$ cat config.mk
export PLATFORM = sky130hd
export DESIGN_NAME = irq_ctrl
export DESIGN_NICKNAME = d
export VERILOG_FILES = /design/src/rtl/irq_ctrl.sv
export SDC_FILE = /design/constraint.sdc
export NUM_CORES = 1
export LEC_CHECK = 0
export BUFFER_PORTS_ARGS = -buffer_cell sky130_fd_sc_hd__buf_2
export CORE_AREA = 3 3 105 107
export CTS_CLUSTER_SIZE = 25
export DETAILED_ROUTE_END_ITERATION = 8
export DIE_AREA = 0 0 108 110
export GPL_TIMING_DRIVEN = 0
export PLACE_DENSITY = 0.83
export SYNTH_ARGS = -nofsm -noshare
export SYNTH_HDL_FRONTEND = slang
export SYNTH_SLANG_ARGS = --single-unit
export TNS_END_PERCENT = 30
$ cat constraint.sdc
create_clock -name clk -period 13.45 [get_ports clk]
set_input_delay 2.0175 -clock clk [delete_from_list [all_inputs] [get_ports clk]]
set_output_delay 2.0175 -clock clk [all_outputs]
set_load 0.1 [all_outputs]
$ cat src/rtl/irq_ctrl.sv
// Platform interrupt controller: per-source gateways, priority selection, claim/complete register window.
// Define IRQ_CTRL_SYNC_EN to place a 2-flop synchroniser in front of every source input.
module irq_ctrl #(
    parameter int NUM_SRC    = 10,
    parameter int PRIO_WIDTH = 3,
    parameter int ADDR_WIDTH = 4
) (
    input  logic                  clk,
    input  logic                  rst,
    input  logic [NUM_SRC-1:0]    src_int,
    input  logic                  rd_en,
    input  logic                  wr_en,
    input  logic [ADDR_WIDTH-1:0] addr,
    input  logic [31:0]           wr_data,
    input  logic [3:0]            wr_strobe,
    output logic [31:0]           rd_data,
    output logic                  irq,
    output logic [4:0]            irq_id
);

    localparam logic [ADDR_WIDTH-1:0] A_PENDING = ADDR_WIDTH'(0);
    localparam logic [ADDR_WIDTH-1:0] A_ENABLE  = ADDR_WIDTH'(1);
    localparam logic [ADDR_WIDTH-1:0] A_MODE    = ADDR_WIDTH'(2);
    localparam logic [ADDR_WIDTH-1:0] A_THRESH  = ADDR_WIDTH'(3);
    localparam logic [ADDR_WIDTH-1:0] A_CLAIM   = ADDR_WIDTH'(4);

    // Priority fields are packed eight ids per word, one nibble each.
    function automatic logic [ADDR_WIDTH-1:0] prio_addr(input int id);
        return ADDR_WIDTH'(8 + (id >> 3));
    endfunction

    function automatic logic [4:0] prio_lsb(input int id);
        return 5'(4 * (id & 7));
    endfunction

    function automatic logic [1:0] prio_byte(input int id);
        return 2'((id & 7) >> 1);
    endfunction

    logic [NUM_SRC-1:0]    src;
    logic [NUM_SRC-1:0]    pending;
    logic [NUM_SRC-1:0]    in_service;
    logic [NUM_SRC-1:0]    prev;
    logic [NUM_SRC-1:0]    enable;
    logic [NUM_SRC-1:0]    mode;
    logic [PRIO_WIDTH-1:0] threshold;
    logic [PRIO_WIDTH-1:0] prio [NUM_SRC];

`ifdef IRQ_CTRL_SYNC_EN
    logic [NUM_SRC-1:0] sync_q1;
    logic [NUM_SRC-1:0] sync_q2;

    always_ff @(posedge clk) begin
        if (rst) begin
            sync_q1 <= '0;
            sync_q2 <= '0;
        end else begin
            sync_q1 <= src_int;
            sync_q2 <= sync_q1;
        end
    end

    assign src = sync_q2;
`else
    assign src = src_int;
`endif

    logic                  claim;
    logic                  complete;
    logic [NUM_SRC-1:0]    byte_en;
    logic [NUM_SRC-1:0]    wr_bits;
    logic [NUM_SRC-1:0]    claim_mask;
    logic [NUM_SRC-1:0]    done_mask;
    logic [NUM_SRC-1:0]    w1c_mask;
    logic [NUM_SRC-1:0]    set_mask;
    logic [4:0]            sel_id;
    logic [PRIO_WIDTH-1:0] sel_prio;
    logic                  unused_wr;

    assign claim    = rd_en && (addr == A_CLAIM) && (irq_id != 5'd0);
    assign complete = wr_en && (addr == A_CLAIM) && wr_strobe[0];
    assign wr_bits  = wr_data[NUM_SRC:1];
    assign unused_wr = ^wr_data;

    always_comb begin
        byte_en    = '0;
        claim_mask = '0;
        done_mask  = '0;
        for (int i = 0; i < NUM_SRC; i++) begin
            byte_en[i]    = wr_strobe[2'((i + 1) >> 3)];
            claim_mask[i] = claim && (irq_id == 5'(i + 1));
            done_mask[i]  = complete && (wr_data[4:0] == 5'(i + 1));
        end
    end

    // Only edge sources are software-clearable; a new edge in the same cycle wins over the clear.
    assign w1c_mask = (wr_en && (addr == A_PENDING)) ? (mode & byte_en & wr_bits) : '0;
    assign set_mask = (mode & src & ~prev) | (~mode & src & ~pending & ~in_service);

    // Strictly-greater compare while scanning upward gives ties to the lowest id.
    always_comb begin
        sel_id   = '0;
        sel_prio = '0;
        for (int i = 0; i < NUM_SRC; i++) begin
            if (pending[i] && enable[i] && !in_service[i] &&
                (prio[i] > threshold) && (prio[i] > sel_prio)) begin
                sel_id   = 5'(i + 1);
                sel_prio = prio[i];
            end
        end
    end

    always_ff @(posedge clk) begin
        if (rst) begin
            pending    <= '0;
            in_service <= '0;
            prev       <= '0;
            enable     <= '0;
            mode       <= '0;
            threshold  <= '0;
            irq_id     <= '0;
            for (int i = 0; i < NUM_SRC; i++) begin
                prio[i] <= '0;
            end
        end else begin
            pending    <= (pending & ~(claim_mask | w1c_mask)) | set_mask;
            in_service <= (in_service & ~done_mask) | claim_mask;
            prev       <= src;
            irq_id     <= sel_id;
            if (wr_en && (addr == A_ENABLE)) begin
                enable <= (enable & ~byte_en) | (wr_bits & byte_en);
            end
            if (wr_en && (addr == A_MODE)) begin
                mode <= (mode & ~byte_en) | (wr_bits & byte_en);
            end
            if (wr_en && (addr == A_THRESH) && wr_strobe[0]) begin
                threshold <= wr_data[PRIO_WIDTH-1:0];
            end
            for (int i = 0; i < NUM_SRC; i++) begin
                if (wr_en && (addr == prio_addr(i + 1)) && wr_strobe[prio_byte(i + 1)]) begin
                    prio[i] <= wr_data[prio_lsb(i + 1) +: PRIO_WIDTH];
                end
            end
        end
    end

    assign irq = (irq_id != 5'd0);

    always_comb begin
        rd_data = '0;
        if (rd_en) begin
            if (addr == A_PENDING) begin
                rd_data[NUM_SRC:1] = pending;
            end else if (addr == A_ENABLE) begin
                rd_data[NUM_SRC:1] = enable;
            end else if (addr == A_MODE) begin
                rd_data[NUM_SRC:1] = mode;
            end else if (addr == A_THRESH) begin
                rd_data[PRIO_WIDTH-1:0] = threshold;
            end else if (addr == A_CLAIM) begin
                rd_data[4:0] = irq_id;
            end else begin
                for (int i = 0; i < NUM_SRC; i++) begin
                    if (addr == prio_addr(i + 1)) begin
                        rd_data[prio_lsb(i + 1) +: PRIO_WIDTH] = prio[i];
                    end
                end
            end
        end
    end

endmodule
==> results.sh, run 1 <==
export IMPL_crit_type="reg2reg"
export IMPL_avgSynthCellArea_sq_um=8.937
export IMPL_core_area_sq_um=10230
export IMPL_synth_common_cells="dfxtp_1, nor2_1, ha_1, nand2_1, a21oi_1"
export IMPL_ys_top_cells_by_area="dfxtp_1, edfxtp_1, ha_1"
export IMPL_cp_common_cell="ha_1"
export IMPL_setup_viol=0
export IMPL_tritoncts="built"
export IMPL_synthFlopType="dfxtp_1"
export IMPL_grt_first_pass_wirelength_um=27260
export IMPL_chipWidth_um=108
export IMPL_ant_nets=0
export IMPL_die_area_sq_um=11880
export IMPL_critical_path_max_stage_delay_ns=0.47
export IMPL_power_density_nw_per_um2=84.08
export IMPL_post_synth_top_count_cell="dfxtp_1"
export IMPL_syn_inst=651
export IMPL_highest_layer="met4"
export IMPL_cts_path_max_buffers=2
export IMPL_hold_path_class="reg2reg"
export IMPL_grt_max_degree=17
export IMPL_hold_viol=0
export IMPL_clockRootBuffer="clkbuf_8"
export IMPL_wl_um=18120
export IMPL_portBuffers=75
export IMPL_antenna_cells=0
export IMPL_placed_cells=868
export IMPL_fin_cells=905
export IMPL_finalMaxSlewViolations=0
export IMPL_place_ws_ns=-0.9789
export IMPL_drv_cap=0
export IMPL_path_clk_slew_ns=0.09
export IMPL_grt_use_total=0.3000
export IMPL_drc=0
export IMPL_max_freq_ghz=0.07557
export IMPL_drive_above_1_share=0.2315
export IMPL_p_leak_nw=2.814
export IMPL_slew_headroom=0.07573
export IMPL_initial_utilization=0.5687
export IMPL_period_needed_ns=13.23
export IMPL_rr_worst_depth=63
export IMPL_ys_async_sr_fraction=0
export IMPL_route_met2_wl_um=8833
export IMPL_synth_seq_cells=87
export IMPL_vias=5651
export IMPL_gp_congestion=0.9887
export IMPL_fin_crit_sh=0.9838
export IMPL_h_tree_depth=3
export IMPL_clock_skew_final_ns=0.01279
export IMPL_status="completed"
export IMPL_synth_edff_count=30
export IMPL_crit_slowest_cell="or3b_4"
export IMPL_num_rows=37
export IMPL_synth_top_area_cell="dfxtp_1"
export IMPL_synthToLayoutAreaGrowth_pct=18.56
export IMPL_stdcell_area_sq_um=6898
export IMPL_final_setup_worst_slack_ns=0.2179
export IMPL_cp_max_fo=7
export IMPL_arrival_ns=13.50
export IMPL_wl_per_cell_um=20.02
export IMPL_drt_pass1_iter_count=7
export IMPL_io_pins=92
export IMPL_worstSetupStartpointType="flop"
export IMPL_drt_initial_drc_count=569
export IMPL_dieHeight_um=110
export IMPL_antenna_found_initial=0
export IMPL_cts_buffers=9
export IMPL_hold_ws_ns=0.5123
export IMPL_finalPower_uw=580.0
export IMPL_yosys_warnings=0
export IMPL_num_nets_final=867
export IMPL_synthDistinctLibCells=65
export IMPL_hpwl_um=13490
export IMPL_grt_pass1_vias=5489
export IMPL_via_per_inst=6.244
export IMPL_worstSkewPairLatency_ns=0.37
export IMPL_wl_met1_um=7154
export IMPL_min_path_cells=2
export IMPL_grt_overflow=0
export IMPL_totalNegativeSetupSlack_ns=0
export IMPL_synth_top_area_frac=0.1961
export IMPL_ctsHoldBuffers=0
export IMPL_end_kind="flop"
export IMPL_cts_sinks=87
export IMPL_fin_util=0.6742
export IMPL_ys_seq_area_frac=0.3510
export IMPL_met3_length_um=1464
export IMPL_placed_area_sq_um=6386
export IMPL_peakVddDrop_mv=0.06607
export IMPL_worstPathRequired_ns=13.72
export IMPL_worst_pin_slew_ns=1.376
export IMPL_synth_area_sq_um=5818
power breakdown:
part / total, mW / internal (mW) / switching [mW]
Clock: 0.196 / 0.0884 / 0.108
Sequential: 0.294 / 0.281 / 0.0122
Combinational: 0.0904 / 0.0296 / 0.0608
Total: 0.580 / 0.399 / 0.181
path summary, 6_finish.rpt:
check / from / to / slack (ns)
min reg2reg: in_service[0] / in_service[0] / 0.51
max reg2reg: threshold[1] / irq_id[2] / 0.22
min: in_service[0] / in_service[0] / 0.51
max: threshold[1] / irq_id[2] / 0.22
cells in the final DEF, fill, tap and decap left out, types with 11 or more instances in the layout:
master	instances
buf_2	75
dfxtp_1	54
nor2_1	49
ha_1	48
nand2_1	41
a21oi_1	41
and2_1	34
nor2b_1	30
edfxtp_1	30
nand3_1	28
buf_4	28
mux2i_1	27
o21ai_0	26
nor3_1	24
inv_1	23
and3_1	18
clkbuf_1	14
nand3b_1	11
layout make-up:
cell class	instances	area, sq um
fillers	893	3333
plain buffers	23	112.6
multi-input cells	522	3731
flip-flops and latches	87	2048
well taps	136	170.2
repair buffers	96	533.0
clock buffers	9	123.9
clock inverters	7	77.57
inverters	25	101.3
worst max-delay path: cells and delay by family (launching register included):
kind	cells	cell delay, ns
buffers and inverters	3	0.50
adders and majority gates	10	3.04
and+or+nand+nor	24	3.99
muxes	3	1.08
AOI/OAI and AO/OA	23	4.16
DFF	1	0.38
cell families (layout without fill, tap and decap cells):
family          after synthesis  after routing  synth area share
compound gates              161            161            0.1946
simple gates                274            274            0.2587
flops                        87             87            0.3510
fa+ha+maj                    49             49            0.1054
mux                          31             31           0.05419
buf+inv                      48            160           0.03548
other cells                   1              7         0.0006445
metal layers:
metal | global-route usage | vias up
li1 | - | 2630
met5 | 0 | -
met2 | 0.5306 | 286
met1 | 0.3704 | 2678
met4 | 0.1253 | 0
met3 | 0.03786 | 57
timing repair:
item / CTS / global route
resized for setup: 14 / 22
pin swaps: 1 / 16
setup buffers: 5 / 16
setup endpoints to repair: 4 / 4
(Power assumes the default switching activity.)
==> inputs of run 2 (changes only) <==
- CORE_AREA: 3 3 105 107 -> 3 3 101 103
- DIE_AREA: 0 0 108 110 -> 0 0 104 106
- PLACE_DENSITY: 0.83 -> 0.95
- clock period: 13.45 -> 15.49 ns (I/O delays scaled with it)
==> run 2 against run 1 <==
Design area decreased by 4.2%. Utilization increased by 3.7 points. Non-clock buffer count decreased by 21. Clock skew decreased by 0.0018 ns. Clock power decreased by 14%. Critical endpoint is now irq_id[0]. Largest cell class unchanged.
==> results.sh, run 2 (synthesis results as in run 1) <==
export IMPL_die_area_sq_um=11020
export IMPL_max_freq_ghz=0.06912
export IMPL_critical_path_max_stage_delay_ns=0.45
export IMPL_crit_slowest_cell="or3b_4"
export IMPL_antenna_found_initial=0
export IMPL_portBuffers=75
export IMPL_worstSkewPairLatency_ns=0.38
export IMPL_grt_first_pass_wirelength_um=28280
export IMPL_cts_setup_buffers=0
export IMPL_p_leak_nw=2.699
export IMPL_ant_nets=0
export IMPL_period_needed_ns=14.47
export IMPL_cp_max_fo=10
export IMPL_multiInputGateArea_sq_um=3621
export IMPL_final_common_cell="buf_2"
export IMPL_gp_congestion=0.9626
export IMPL_drt_initial_drc_count=593
export IMPL_vias=5656
export IMPL_drive_above_1_share=0.1751
export IMPL_hold_ws_ns=0.5071
export IMPL_path_clk_slew_ns=0.10
export IMPL_status="completed"
export IMPL_h_tree_depth=3
export IMPL_chipWidth_um=104
export IMPL_finalMaxSlewViolations=0
export IMPL_dieHeight_um=106
export IMPL_num_nets_final=846
export IMPL_cts_sinks=87
export IMPL_core_area_sq_um=9284
export IMPL_clockRootBuffer="clkbuf_8"
export IMPL_drv_cap=0
export IMPL_io_pins=92
export IMPL_peakVddDrop_mv=0.05421
export IMPL_grt_overflow=0
export IMPL_fin_util=0.7115
export IMPL_arrival_ns=14.72
export IMPL_rsz0062_at_grt="false"
export IMPL_hpwl_um=13720
export IMPL_antenna_cells=0
export IMPL_fin_crit_sh=0.9340
export IMPL_register_area_sq_um=2042
export IMPL_totalNegativeSetupSlack_ns=0
export IMPL_tritoncts="built"
export IMPL_cts_buffers=9
export IMPL_worstSetupStartpointType="flop"
export IMPL_initial_utilization=0.6267
export IMPL_grt_pass1_vias=5494
export IMPL_slew_headroom=0.04084
export IMPL_fin_cells=877
export IMPL_power_density_nw_per_um2=75.43
export IMPL_grt_max_degree=16
export IMPL_end_kind="flop"
export IMPL_hold_path_class="reg2reg"
export IMPL_fillers=752
export IMPL_final_setup_worst_slack_ns=1.023
export IMPL_synthToLayoutAreaGrowth_pct=13.53
export IMPL_worstPathRequired_ns=15.74
export IMPL_crit_type="reg2reg"
export IMPL_placed_cells=861
export IMPL_num_rows=35
export IMPL_cp_common_cell="ha_1"
export IMPL_clock_skew_final_ns=0.01097
export IMPL_cts_path_max_buffers=2
export IMPL_drc=0
export IMPL_wl_um=17580
export IMPL_grt_use_total=0.3209
export IMPL_drt_pass1_iter_count=7
export IMPL_hold_viol=0
export IMPL_wl_per_cell_um=20.05
export IMPL_place_ws_ns=1.080
export IMPL_worst_pin_slew_ns=1.428
export IMPL_setup_viol=0
export IMPL_final_cell_mix="buf_2, dfxtp_1, nor2_1"
export IMPL_via_per_inst=6.449
run 2: cell types whose count changed in the layout (fill, tap and decap cells not counted), moves of 3 or more:
cell     change
o21ai_0      +4
o21ai_2      -3
a22oi_2      -3
a22oi_1      +3
buf_4       -21
dfxtp_1      +3
run 2: worst max-delay path, delay by kind of cell, from the launching register on:
family                   cells  cell delay [ns]
multiplexers                 2             0.77
adder cells (fa/ha/maj)     10             3.17
AO/OA/AOI/OAI               26             5.35
buffers and inverters        2             0.43
AND/OR/NAND/NOR             23             4.15
flip-flops                   1             0.44
run 2: stage by stage:
stage,total power [mW],instance area [sq um]
2_1_floorplan,0.3077,5841
3_3_place_gp,0.3291,6377
3_5_place_dp,0.3335,6382
4_1_cts,0.4944,6578
5_1_grt,0.5164,6605
6_report,0.4982,6605
run 2: cell type report:
| class | count | area share |
|---|---|---|
| sequential | 87 | 0.3091 |
| multi-input combinational | 522 | 0.5482 |
| clock buffer | 10 | 0.01932 |
| tap | 129 | 0.02444 |
| clock inverter | 6 | 0.01023 |
| inverter | 25 | 0.01478 |
| buffer | 23 | 0.01705 |
| timing repair buffer | 75 | 0.05683 |
run 2: what timing repair did:
item                       CTS  global route
resized for setup            0             5
setup endpoints to repair    0             4
hold buffers                 0             0
run 2: power by group:
group / switching, mW / internal, mW
registers: 0.0103 / 0.245
logic: 0.0512 / 0.0244
clock network: 0.0922 / 0.0756
run 2: final timing paths:
path / startpoint / to / slack [ns] / depth (start not counted)
worst max-delay path: threshold[2] / irq_id[0] / 1.02 / 63
worst min-delay path: in_service[7] / in_service[7] / 0.51 / 2
worst max register to register: threshold[2] / irq_id[0] / 1.02 / 63
worst min register to register: in_service[7] / in_service[7] / 0.51 / 2
run 2: per-layer routing:
metal  track usage  up-vias  share of wire
li1              -     2591              -
met1        0.3975     2669           0.40
met2        0.5404      325           0.47
met3       0.05950       71          0.089
met4        0.1557        0          0.047
met5             0        -              0
==> inputs of run 3 (changes only) <==
- CORE_AREA: 3 3 101 103 -> 3 3 100 102
- CTS_BUF_LIST: unset -> sky130_fd_sc_hd__clkbuf_4 sky130_fd_sc_hd__clkbuf_8
- DIE_AREA: 0 0 104 106 -> 0 0 103 105
==> run 3 against run 2 <==
Fmax is 1.1% lower. Die area is 1.9% lower. Design area stayed put. Largest power group unchanged.
==> results.sh, run 3 (synthesis results as in run 1) <==
export IMPL_status="completed"
export IMPL_path_clk_slew_ns=0.10
export IMPL_h_tree_depth=3
export IMPL_multiInputGateArea_sq_um=3621
export IMPL_portBuffers=75
export IMPL_gp_congestion=0.9785
export IMPL_worstSetupStartpointType="flop"
export IMPL_wl_per_cell_um=20.77
export IMPL_critical_path_max_stage_delay_ns=0.46
export IMPL_hpwl_um=13690
export IMPL_register_area_sq_um=2043
export IMPL_synthToLayoutAreaGrowth_pct=13.53
export IMPL_die_area_sq_um=10820
export IMPL_ctsHoldBuffers=0
export IMPL_antenna_found_initial=0
export IMPL_drc=0
export IMPL_setup_viol=0
export IMPL_ant_nets=0
export IMPL_grt_max_degree=16
export IMPL_hold_ws_ns=0.5101
export IMPL_cp_common_cell="ha_1"
export IMPL_final_common_cell="buf_2"
export IMPL_grt_use_total=0.3295
export IMPL_slew_headroom=0.09625
export IMPL_clock_skew_final_ns=0.01038
export IMPL_grt_first_pass_wirelength_um=27900
export IMPL_fillers=692
export IMPL_via_per_inst=6.665
export IMPL_drv_cap=0
export IMPL_arrival_ns=14.92
export IMPL_cts_buffers=9
export IMPL_core_area_sq_um=9196
export IMPL_cts_path_max_buffers=2
export IMPL_end_kind="flop"
export IMPL_rsz0062_at_grt="false"
export IMPL_p_leak_nw=2.719
export IMPL_io_pins=92
export IMPL_final_cell_mix="buf_2, dfxtp_1, nor2_1"
export IMPL_power_density_nw_per_um2=77.61
export IMPL_cts_resized_gates=0
export IMPL_wl_um=17840
export IMPL_fin_crit_sh=0.9443
export IMPL_peakVddDrop_mv=0.06807
export IMPL_period_needed_ns=14.63
export IMPL_grt_pass1_vias=5569
export IMPL_worstSkewPairLatency_ns=0.37
export IMPL_drt_pass1_iter_count=8
export IMPL_hold_path_class="reg2reg"
export IMPL_crit_type="reg2reg"
export IMPL_worstPathRequired_ns=15.79
export IMPL_antenna_cells=0
export IMPL_hold_viol=0
export IMPL_totalNegativeSetupSlack_ns=0
export IMPL_num_nets_final=846
export IMPL_dieHeight_um=105
export IMPL_crit_slowest_cell="or3b_4"
export IMPL_initial_utilization=0.6327
export IMPL_num_rows=35
export IMPL_cp_max_fo=10
export IMPL_clockRootBuffer="clkbuf_8"
export IMPL_finalMaxSlewViolations=0
export IMPL_grt_overflow=0
export IMPL_drt_initial_drc_count=780
export IMPL_cts_setup_buffers=0
export IMPL_fin_util=0.7182
export IMPL_worst_pin_slew_ns=1.345
export IMPL_vias=5725
export IMPL_drive_above_1_share=0.1765
export IMPL_tritoncts="built"
export IMPL_chipWidth_um=103
export IMPL_cts_sinks=87
export IMPL_max_freq_ghz=0.06837
[run 3: path summary, 6_finish.rpt]
kind                  from            end  slack (ns)  cells after the start
max           threshold[1]      irq_id[2]        0.86                     61
min          in_service[3]  in_service[3]        0.51                      2
max reg2reg   threshold[1]      irq_id[2]        0.86                     61
min reg2reg  in_service[3]  in_service[3]        0.51                      2
[run 3: area by class of cell]
type | count | share of cell area
clock buffer | 9 | 0.01875
tap | 111 | 0.02103
buffer | 23 | 0.01705
multi-input combinational | 522 | 0.5482
timing repair buffer | 75 | 0.05683
clock inverter | 7 | 0.01402
inverter | 25 | 0.01478
sequential | 87 | 0.3093
[run 3: routing by layer]
| layer | GRT usage | vias to the layer above | routed length, um |
|---|---|---|---|
| met4 | 0.1434 | 0 | 802 |
| li1 | - | 2600 | - |
| met3 | 0.05941 | 83 | 1906 |
| met1 | 0.4156 | 2650 | 6566 |
| met5 | 0 | - | 0 |
| met2 | 0.5426 | 392 | 8564 |
[run 3: stage by stage]
| step | cell area (sq um) | std cells | setup slack, ns | total power [mW] |
|---|---|---|---|---|
| 2_1_floorplan | 5841 | 657 | 3.057 | 0.3077 |
| 3_3_place_gp | 6355 | 843 | 1.567 | 0.3281 |
| 3_5_place_dp | 6355 | 843 | 1.089 | 0.3332 |
| 4_1_cts | 6571 | 859 | 1.028 | 0.5092 |
| 5_1_grt | 6605 | 859 | 0.05298 | 0.5278 |
| 6_report | 6605 | 859 | 0.8629 | 0.5126 |
[run 3: worst max-delay path: cells and delay by family, from the launching register on]
family,cells,cell delay (ns)
AND/OR/NAND/NOR,24,4.39
adder cells (fa/ha/maj),10,3.14
buffers and inverters,1,0.32
AO/OA/AOI/OAI,24,5.48
flip-flops,1,0.43
multiplexers,2,0.78
[run 3: report_power, final]
part | internal (mW) | switching [mW] | total, mW
Clock | 0.0914 | 0.0902 | 0.182
Combinational | 0.0246 | 0.0515 | 0.0761
Sequential | 0.245 | 0.0104 | 0.255
